<file path="src/rtl/vector_sequencer.sv">
// Test-vector sequencer: steps a {a, y_expected} memory through a combinational
// unit, counting mismatches. VECSEQ_STOP_ON_FAIL_EN ends the run at the first mismatch.
module vector_sequencer #(
  parameter  int WIDTH  = 4,
  parameter  int NVEC   = 16,
  parameter  int SETTLE = 1,
  localparam int AW     = (NVEC > 1) ? $clog2(NVEC) : 1,
  localparam int CW     = $clog2(NVEC + 1),
  localparam int SW     = (SETTLE > 1) ? $clog2(SETTLE + 1) : 1
) (
  input  logic             clk,
  input  logic             rst_n,
  input  logic             wr_en,
  input  logic [AW-1:0]    wr_addr,
  input  logic [WIDTH:0]   wr_data,
  input  logic             start,
  output logic [WIDTH-1:0] a,
  input  logic             y,
  output logic             busy,
  output logic             done,
  output logic             pass,
  output logic [CW-1:0]    err_cnt,
  output logic [AW-1:0]    fail_idx,
  output logic [AW-1:0]    vec_idx
);

  typedef enum logic [1:0] {IDLE, SETL, CHECK, DONE} state_t;

  localparam logic [SW-1:0] SETTLE_LD = SW'(SETTLE);
  localparam logic [AW-1:0] LAST_IDX  = AW'(NVEC - 1);
  localparam logic [CW-1:0] ERR_MAX   = CW'(NVEC);

  state_t        state_q, state_d;
  logic [SW-1:0] cnt_q;
  logic [WIDTH:0] mem [NVEC];

  logic start_ok, mismatch, last;

  assign busy     = (state_q == SETL) || (state_q == CHECK);
  assign done     = (state_q == DONE);
  assign pass     = done && (err_cnt == '0);
  assign start_ok = start && !busy;
  assign mismatch = (state_q == CHECK) && (y != mem[vec_idx][0]);
  assign last     = (vec_idx == LAST_IDX);

  // Vector memory survives reset so a self-test can be rerun without reloading.
  always_ff @(posedge clk) begin
    if (wr_en && !busy) mem[wr_addr] <= wr_data;
  end

  always_ff @(posedge clk or negedge rst_n) begin
    if (!rst_n) state_q <= IDLE;
    else        state_q <= state_d;
  end

  always_comb begin
    state_d = state_q;
    case (state_q)
      IDLE, DONE: if (start_ok) state_d = SETL;
      SETL:       if (cnt_q == SW'(1)) state_d = CHECK;
      CHECK: begin
`ifdef VECSEQ_STOP_ON_FAIL_EN
        if (mismatch || last) state_d = DONE;
        else                  state_d = SETL;
`else
        if (last) state_d = DONE;
        else      state_d = SETL;
`endif
      end
      default:    state_d = IDLE;
    endcase
  end

  always_ff @(posedge clk or negedge rst_n) begin
    if (!rst_n) begin
      a        <= '0;
      vec_idx  <= '0;
      err_cnt  <= '0;
      fail_idx <= '0;
      cnt_q    <= '0;
    end else begin
      case (state_q)
        IDLE, DONE: if (start_ok) begin
          // A same-cycle write to word 0 must be visible to the run it starts.
          a        <= (wr_en && wr_addr == '0) ? wr_data[WIDTH:1] : mem[0][WIDTH:1];
          vec_idx  <= '0;
          err_cnt  <= '0;
          fail_idx <= '0;
          cnt_q    <= SETTLE_LD;
        end
        SETL: cnt_q <= cnt_q - SW'(1);
        CHECK: begin
          if (mismatch) begin
            if (err_cnt != ERR_MAX) err_cnt <= err_cnt + CW'(1);
            if (err_cnt == '0)      fail_idx <= vec_idx;
          end
          if (state_d == SETL) begin
            vec_idx <= vec_idx + AW'(1);
            a       <= mem[vec_idx + AW'(1)][WIDTH:1];
            cnt_q   <= SETTLE_LD;
          end
        end
        default: ;
      endcase
    end
  end

endmodule

</file>
<file path="config.mk">
export PLATFORM = sky130hd
export DESIGN_NAME = vector_sequencer
export DESIGN_NICKNAME = d
export VERILOG_FILES = /design/src/rtl/vector_sequencer.sv
export SDC_FILE = /design/constraint.sdc
export NUM_CORES = 1
export LEC_CHECK = 0
export ABC_CLOCK_PERIOD_IN_PS = 2350
export BUFFER_PORTS_ARGS = -buffer_cell sky130_fd_sc_hd__buf_2
export CAP_MARGIN = 10
export CORE_ASPECT_RATIO = 1.4
export CORE_UTILIZATION = 45
export DETAILED_ROUTE_END_ITERATION = 8
export PLACE_DENSITY = 0.7
export SLEW_MARGIN = 20
export SYNTH_ARGS = -nofsm -noshare
export SYNTH_HDL_FRONTEND = slang
export SYNTH_SLANG_ARGS = --single-unit
</file>
<file path="constraint.sdc">
create_clock -name clk -period 2.35 [get_ports clk]
set_clock_uncertainty 0.15 [all_clocks]
set_input_delay 0.235 -clock clk [delete_from_list [all_inputs] [get_ports clk]]
set_output_delay 0.235 -clock clk [all_outputs]
set_load 0.01 [all_outputs]
</file>
Word-level counts from Yosys, hierarchy flattened
Memory sizes are Yosys's and may differ from the RTL's.
Index checks and enable logic that the tools add are counted.
{"block": "totals", "mem_bits_rw": 80, "latchBits": 0, "regBits": 20, "in_bits": 14, "wordCells": 61, "romBits": 0, "output_inout_bits": 20, "mem_count": 1}
{"block": "classes", "shifts": 0, "n_bitwise": 0, "reduce_logical": 16, "div_mod_pow": 0, "n_eq_ne": 12, "add_sub_neg": 3, "multipliers": 0, "muxes": 23, "n_lt_le_gt_ge": 0}
{"memory": "mem", "depth": 16, "word_bits": 5, "rd": 3, "rd_ports_with_merged_regs": 0, "wr": 1, "line_no": "35", "source": "logic [WIDTH:0] mem [NVEC];"}
{"operator": "4-bit 2-to-1 mux", "n": 7}
{"operator": "4-bit case mux with 2 select lines", "n": 3}
{"operator": "5-bit 2-to-1 mux", "n": 3}
{"operator": "5-bit case mux with 2 select lines", "n": 1}
{"operator": "4-bit AND reduction", "n": 2}
{"operator": "2-bit 2-to-1 mux", "n": 3}
{"operator": "2-bit by 1-bit inequality test with 1-bit output (second input constant)", "n": 3}
{"operator": "2-bit case mux with 3 select lines", "n": 1}
{"operator": "5-bit by 1-bit adder with 5-bit output (second input constant)", "n": 1}
{"operator": "1-bit logical AND", "n": 5}
{"operator": "5-bit logical NOT", "n": 1}
{"operator": "5-bit inequality test (second input constant)", "n": 1}
{"operator": "4-bit by 1-bit adder with 4-bit output (second input constant)", "n": 1}
{"operator": "2-bit by 1-bit == test with 1-bit output (second input constant)", "n": 2}
{"operator": "2-bit == test (second input constant)", "n": 2}
{"operator": "4-bit == test (second input constant)", "n": 1}
{"operator": "4-bit logical NOT", "n": 1}
{"operator": "1-bit 2-to-1 mux", "n": 4}
{"operator": "2-bit inequality test (second input constant)", "n": 2}
{"operator": "1-bit case mux with 3 select lines", "n": 1}
{"operator": "3-bit AND reduction", "n": 1}
{"operator": "2-bit logical NOT", "n": 1}
{"operator": "2-bit AND reduction", "n": 1}
{"operator": "2-bit nonzero test", "n": 1}
{"operator": "other kinds (5)", "n": 5}

Depth between registers and ports, before layout
{"block": "depth", "ltp_word": 9, "depth_mapped": 9, "depth_no_buf": 7}

Worst setup path after synthesis
Ideal clock, no wire load.
{"block": "synth_path", "kind": "flip-flop to flip-flop", "from": "register vec_idx[1]", "to": "register a[0]", "path_buffers": 2, "setup_ns": 0.135, "path_stages_with_launch": 8, "arrival_ns": 2.335, "path_slack_ns": -0.270, "required_ns": 2.065, "period_less_slack_ns": 2.620, "path_cell_list": "dfrtp_1 -> ha_1 -> buf_1 -> clkbuf_1 -> mux4_2 -> mux4_2 -> mux2i_1 -> o21ai_0"}
{"block": "synth_between", "elab_chain_cells": 6, "word_cells_on_any_way": 10, "classes_between": "add/sub: 1; eq/ne: 3; mux: 4; reduce/logical: 1; memory: 1"}
{"element": "from (decl)", "line_no": "24", "source": "output logic [AW-1:0] vec_idx"}
{"element": "from (signal assigned)", "line_no": "98", "source": "vec_idx <= vec_idx + AW'(1);"}
{"element": "parallel branches: the longest is 6 deep, another holds memory read 16 x 5 bit"}
{"element": "to (signal assigned)", "line_no": "85", "source": "a <= (wr_en && wr_addr == '0) ? wr_data[WIDTH:1] : mem[0][WIDTH:1];"}
{"element": "to (signal assigned)", "line_no": "99", "source": "a <= mem[vec_idx + AW'(1)][WIDTH:1];"}
{"element": "to (decl)", "line_no": "17", "source": "output logic [WIDTH-1:0] a,"}
Parallel ways; which one is timed is not known. The select of a mux whose other input is x is not followed.
A chain may end at the register's enable or synchronous reset.

Worst setup path in the final report
{"block": "layout_path", "from": "register vec_idx[0]", "to": "register err_cnt[0]"}
{"block": "layout_between", "elab_chain_cells": 5}
{"element": "memory read 16 x 5 bit"}
{"element": "1-bit inequality test", "line_no": "43", "source": "assign mismatch = (state_q == CHECK) && (y != mem[vec_idx][0]);"}
{"element": "1-bit logical AND", "line_no": "43"}
{"element": "2-bit inequality test (no line)"}
{"element": "4-bit AND reduction (no line)"}
{"element": "to (signal assigned)", "line_no": "94", "source": "if (err_cnt != ERR_MAX) err_cnt <= err_cnt + CW'(1);"}
{"element": "to (decl)", "line_no": "22", "source": "output logic [CW-1:0] err_cnt,"}
No other way between the ends.

==> impl_metrics.yaml <==
logic_synthesis:
  syn_nets: 290
  postSynthCellCount: 270
  syn_area_per_cell_um2: 16.1
  ys.warnings.count: 0
  yosysUniqueCellTypes: 43
  synth_seq_cells: 100
  netlist_area_um2: 4350
  ys_seq_area_frac: 0.668
  synthArstFlopShare: 0.200
  synth-main-ff-cell: "edfxtp_1"
  synth-edff-count: 80
timing:
  max_freq_ghz: 0.397
  fin_crit_ns: 2.52
  tightest_slew_ns: 0.489
  report.final.slew_viol_count: 0
  finalSetupTns_ns: -1.58
  min_period_over_period: 1.07
  rsz0062_at_grt: "yes"
  slew_headroom: 0.672
  setup_slack_ns: -0.170
  setup_viol: 13
  hold_violations: 0
floorplanning:
  start_util: 0.462
  die_height_um: 118
  io_pins: 34
  row_count: 42
  dieArea_um2: 10100
  core_area_um2: 9410
  fp.dieW_um: 85.1
grt:
  grt.total_usage: 0.191
  grt_max_degree: 21
  grt_pass1_wl_um: 14100
  grt_remaining_overflow: 0
  grt_pass1_vias: 2597
  antenna_found_initial: 0
setup_path:
  arrival_ns: 2.60
  cp-start-kind: "register"
  end_kind: "register"
  path_delay_family: "multiplexers"
  path_class: "reg -> reg"
  cpMostUsedCell: "mux4_2"
  cp_cell_sequence: "mux4_2, mux4_2, xor2_4, mux2_4, a22o_1"
  crit_slowest_cell: "mux4_2"
  critPathRequiredTime_ns: 2.43
  max_stage_delay_ns: 0.54
  path_buf_inv: 0
  path_max_fanout: 6
clock_tree:
  cts_root_buf: "clkbuf_16"
  htree_levels: 3
  clock_sinks: 100
  clockBufferDepth: 2
  cts_tree: "done"
  clkTransAtPathRegs_ns: 0.07
  numCtsBuffers: 9
  worstSkewPairLatency_ns: 0.34
placement:
  gp_congestion: 0.873
  hpwlAfterDp_um: 6340
  io_buffers: 33
cells_and_area:
  multi_input_area_um2: 1410
  finalNetCount: 357
  drive_above_1_share: 0.368
  antennaDiodeCount: 0
  ff_latch_area_um2: 2900
  synthToLayoutAreaGrowth_pct: 21.2
  fin_util: 0.560
  fillers: 709
run:
  maxCapViolations: 0
route:
  antenna_left: 0
  post_drt_wl_per_cell_um: 19.8
  dr.pass1.iters: 4
  vias: 2586
  drc_errors: 0
  vias_per_cell: 5.72
  wl_um: 8960
  first_iter_violations: 133
power_and_ir_drop:
  ir_worst_vdd_uv: 629
  finalPower_mw: 5.67
  p_leak_nw: 1.96
  powerDensity_nw_per_um2: 1080
hold_path:
  min_path_type: "in -> reg"
outcome:
  violations: "negative setup slack"
  status: "complete, but fails checks"
==> final timing paths <==
kind / from / endpoint / slack (ns) / depth (start not counted)
setup / recovery: vec_idx[0] / err_cnt[0] / -0.17 / 5
hold / removal: start / state_q[1] / 0.13 / 3
setup reg to reg: vec_idx[0] / err_cnt[0] / -0.17 / 5
hold reg to reg: a[3] / a[3] / 0.33 / 2
max in group asynchronous: rst_n / vec_idx[0] / 1.47 / 2
min in group asynchronous: rst_n / a[3] / 0.23 / 2
==> worst register-to-register path: stages, from the launching register on <==
cell	delay, ns
dfrtp_2	0.46
mux4_2	0.52
mux4_2	0.54
xor2_4	0.24
mux2_4	0.32
a22o_1	0.18
==> layer usage <==
metal | global-route usage | up-vias | share of wire
li1 | - | 1189 | -
met1 | 0.237 | 1310 | 0.40
met2 | 0.320 | 71 | 0.52
met3 | 0.0412 | 16 | 0.041
met4 | 0.0890 | 0 | 0.034
met5 | 0 | - | 0
==> Yosys cell counts, types with 2 or more instances <==
master	count	area share
mux2_2	5	0.013
nand4b_1	2	0.0040
buf_1	2	0.0017
nand3_1	5	0.0058
nand2_1	20	0.017
buf_6	2	0.0052
mux4_2	24	0.12
nor3_1	5	0.0058
mux2i_1	4	0.0092
nor2_1	23	0.020
ha_1	6	0.017
clkbuf_1	7	0.0060
edfxtp_1	80	0.55
a221o_1	4	0.0092
a21oi_1	10	0.012
a22o_1	2	0.0040
inv_1	6	0.0052
nand2b_1	4	0.0058
dfrtp_1	20	0.12
o21ai_1	2	0.0023
o21ai_0	8	0.0092
nand4_1	2	0.0029
and3_1	7	0.010
==> cells in the final DEF, fill, tap and decap left out, types with 5 or more instances in the layout <==
| cell type | netlist | final |
|---|---|---|
| ha_1 | 6 | 5 |
| nand3_1 | 5 | 5 |
| o21ai_0 | 8 | 6 |
| buf_2 | 1 | 33 |
| inv_1 | 6 | 6 |
| buf_4 | 0 | 28 |
| mux4_2 | 24 | 25 |
| nor2_1 | 23 | 23 |
| nand2_1 | 20 | 19 |
| dfrtp_1 | 20 | 19 |
| a21oi_1 | 10 | 7 |
| edfxtp_1 | 80 | 80 |
| and3_1 | 7 | 6 |
| mux2_2 | 5 | 5 |
| clkbuf_16 | 0 | 9 |
==> sequential cells by signal (all words and copies together) (netlist names) <==
| register | cells |
|---|---|
| a | 4 |
| cnt_q | 1 |
| err_cnt | 5 |
| state_q | 2 |
| mem | 80 |
| vec_idx | 4 |
| fail_idx | 4 |
==> per-stage QoR <==
step	hold slack, ns	instances	setup slack (ns)	area, um2
6_report	0.125	452	-0.170	5270
5_1_grt	0.145	452	-0.235	5270
3_3_place_gp	0.0653	433	-0.270	4870
4_1_cts	0.116	452	-0.175	5250
2_1_floorplan	-0.211	270	-0.193	4370
3_5_place_dp	0.0719	433	-0.344	4870
==> logic make-up after synthesis <==
kind of cell             synth area share
flip-flops                          0.668
AO/OA/AOI/OAI                      0.0501
AND/OR/NAND/NOR                    0.0820
XOR/XNOR                          0.00777
adder cells (fa/ha/maj)            0.0173
buffers and inverters              0.0193
multiplexers                        0.156
==> report_power, final <==
group	internal, mW	leakage (nW)	switching (mW)
Clock	0.940	0.154	0.637
Combinational	0.935	0.821	1.04
Sequential	2.05	0.983	0.0752
==> timing repair <==
| item | 4_1_cts | 5_1_grt |
|---|---|---|
| setup endpoints to repair | 13 | 14 |
| hold buffers | 1 | 0 |
| pin swaps | 6 | 1 |
| resized for setup | 8 | 6 |
| buffers inserted | 2 | 0 |
| hold endpoints to repair | 20 | 0 |
==> layout make-up <==
type | count | area share
clock buffer | 9 | 0.0428
clock inverter | 7 | 0.0185
inverter | 6 | 0.00428
multi-input combinational | 152 | 0.267
sequential | 100 | 0.551
tap | 110 | 0.0261
timing repair buffer | 68 | 0.0900
No activity file was read; power rests on OpenSTA's default activity.
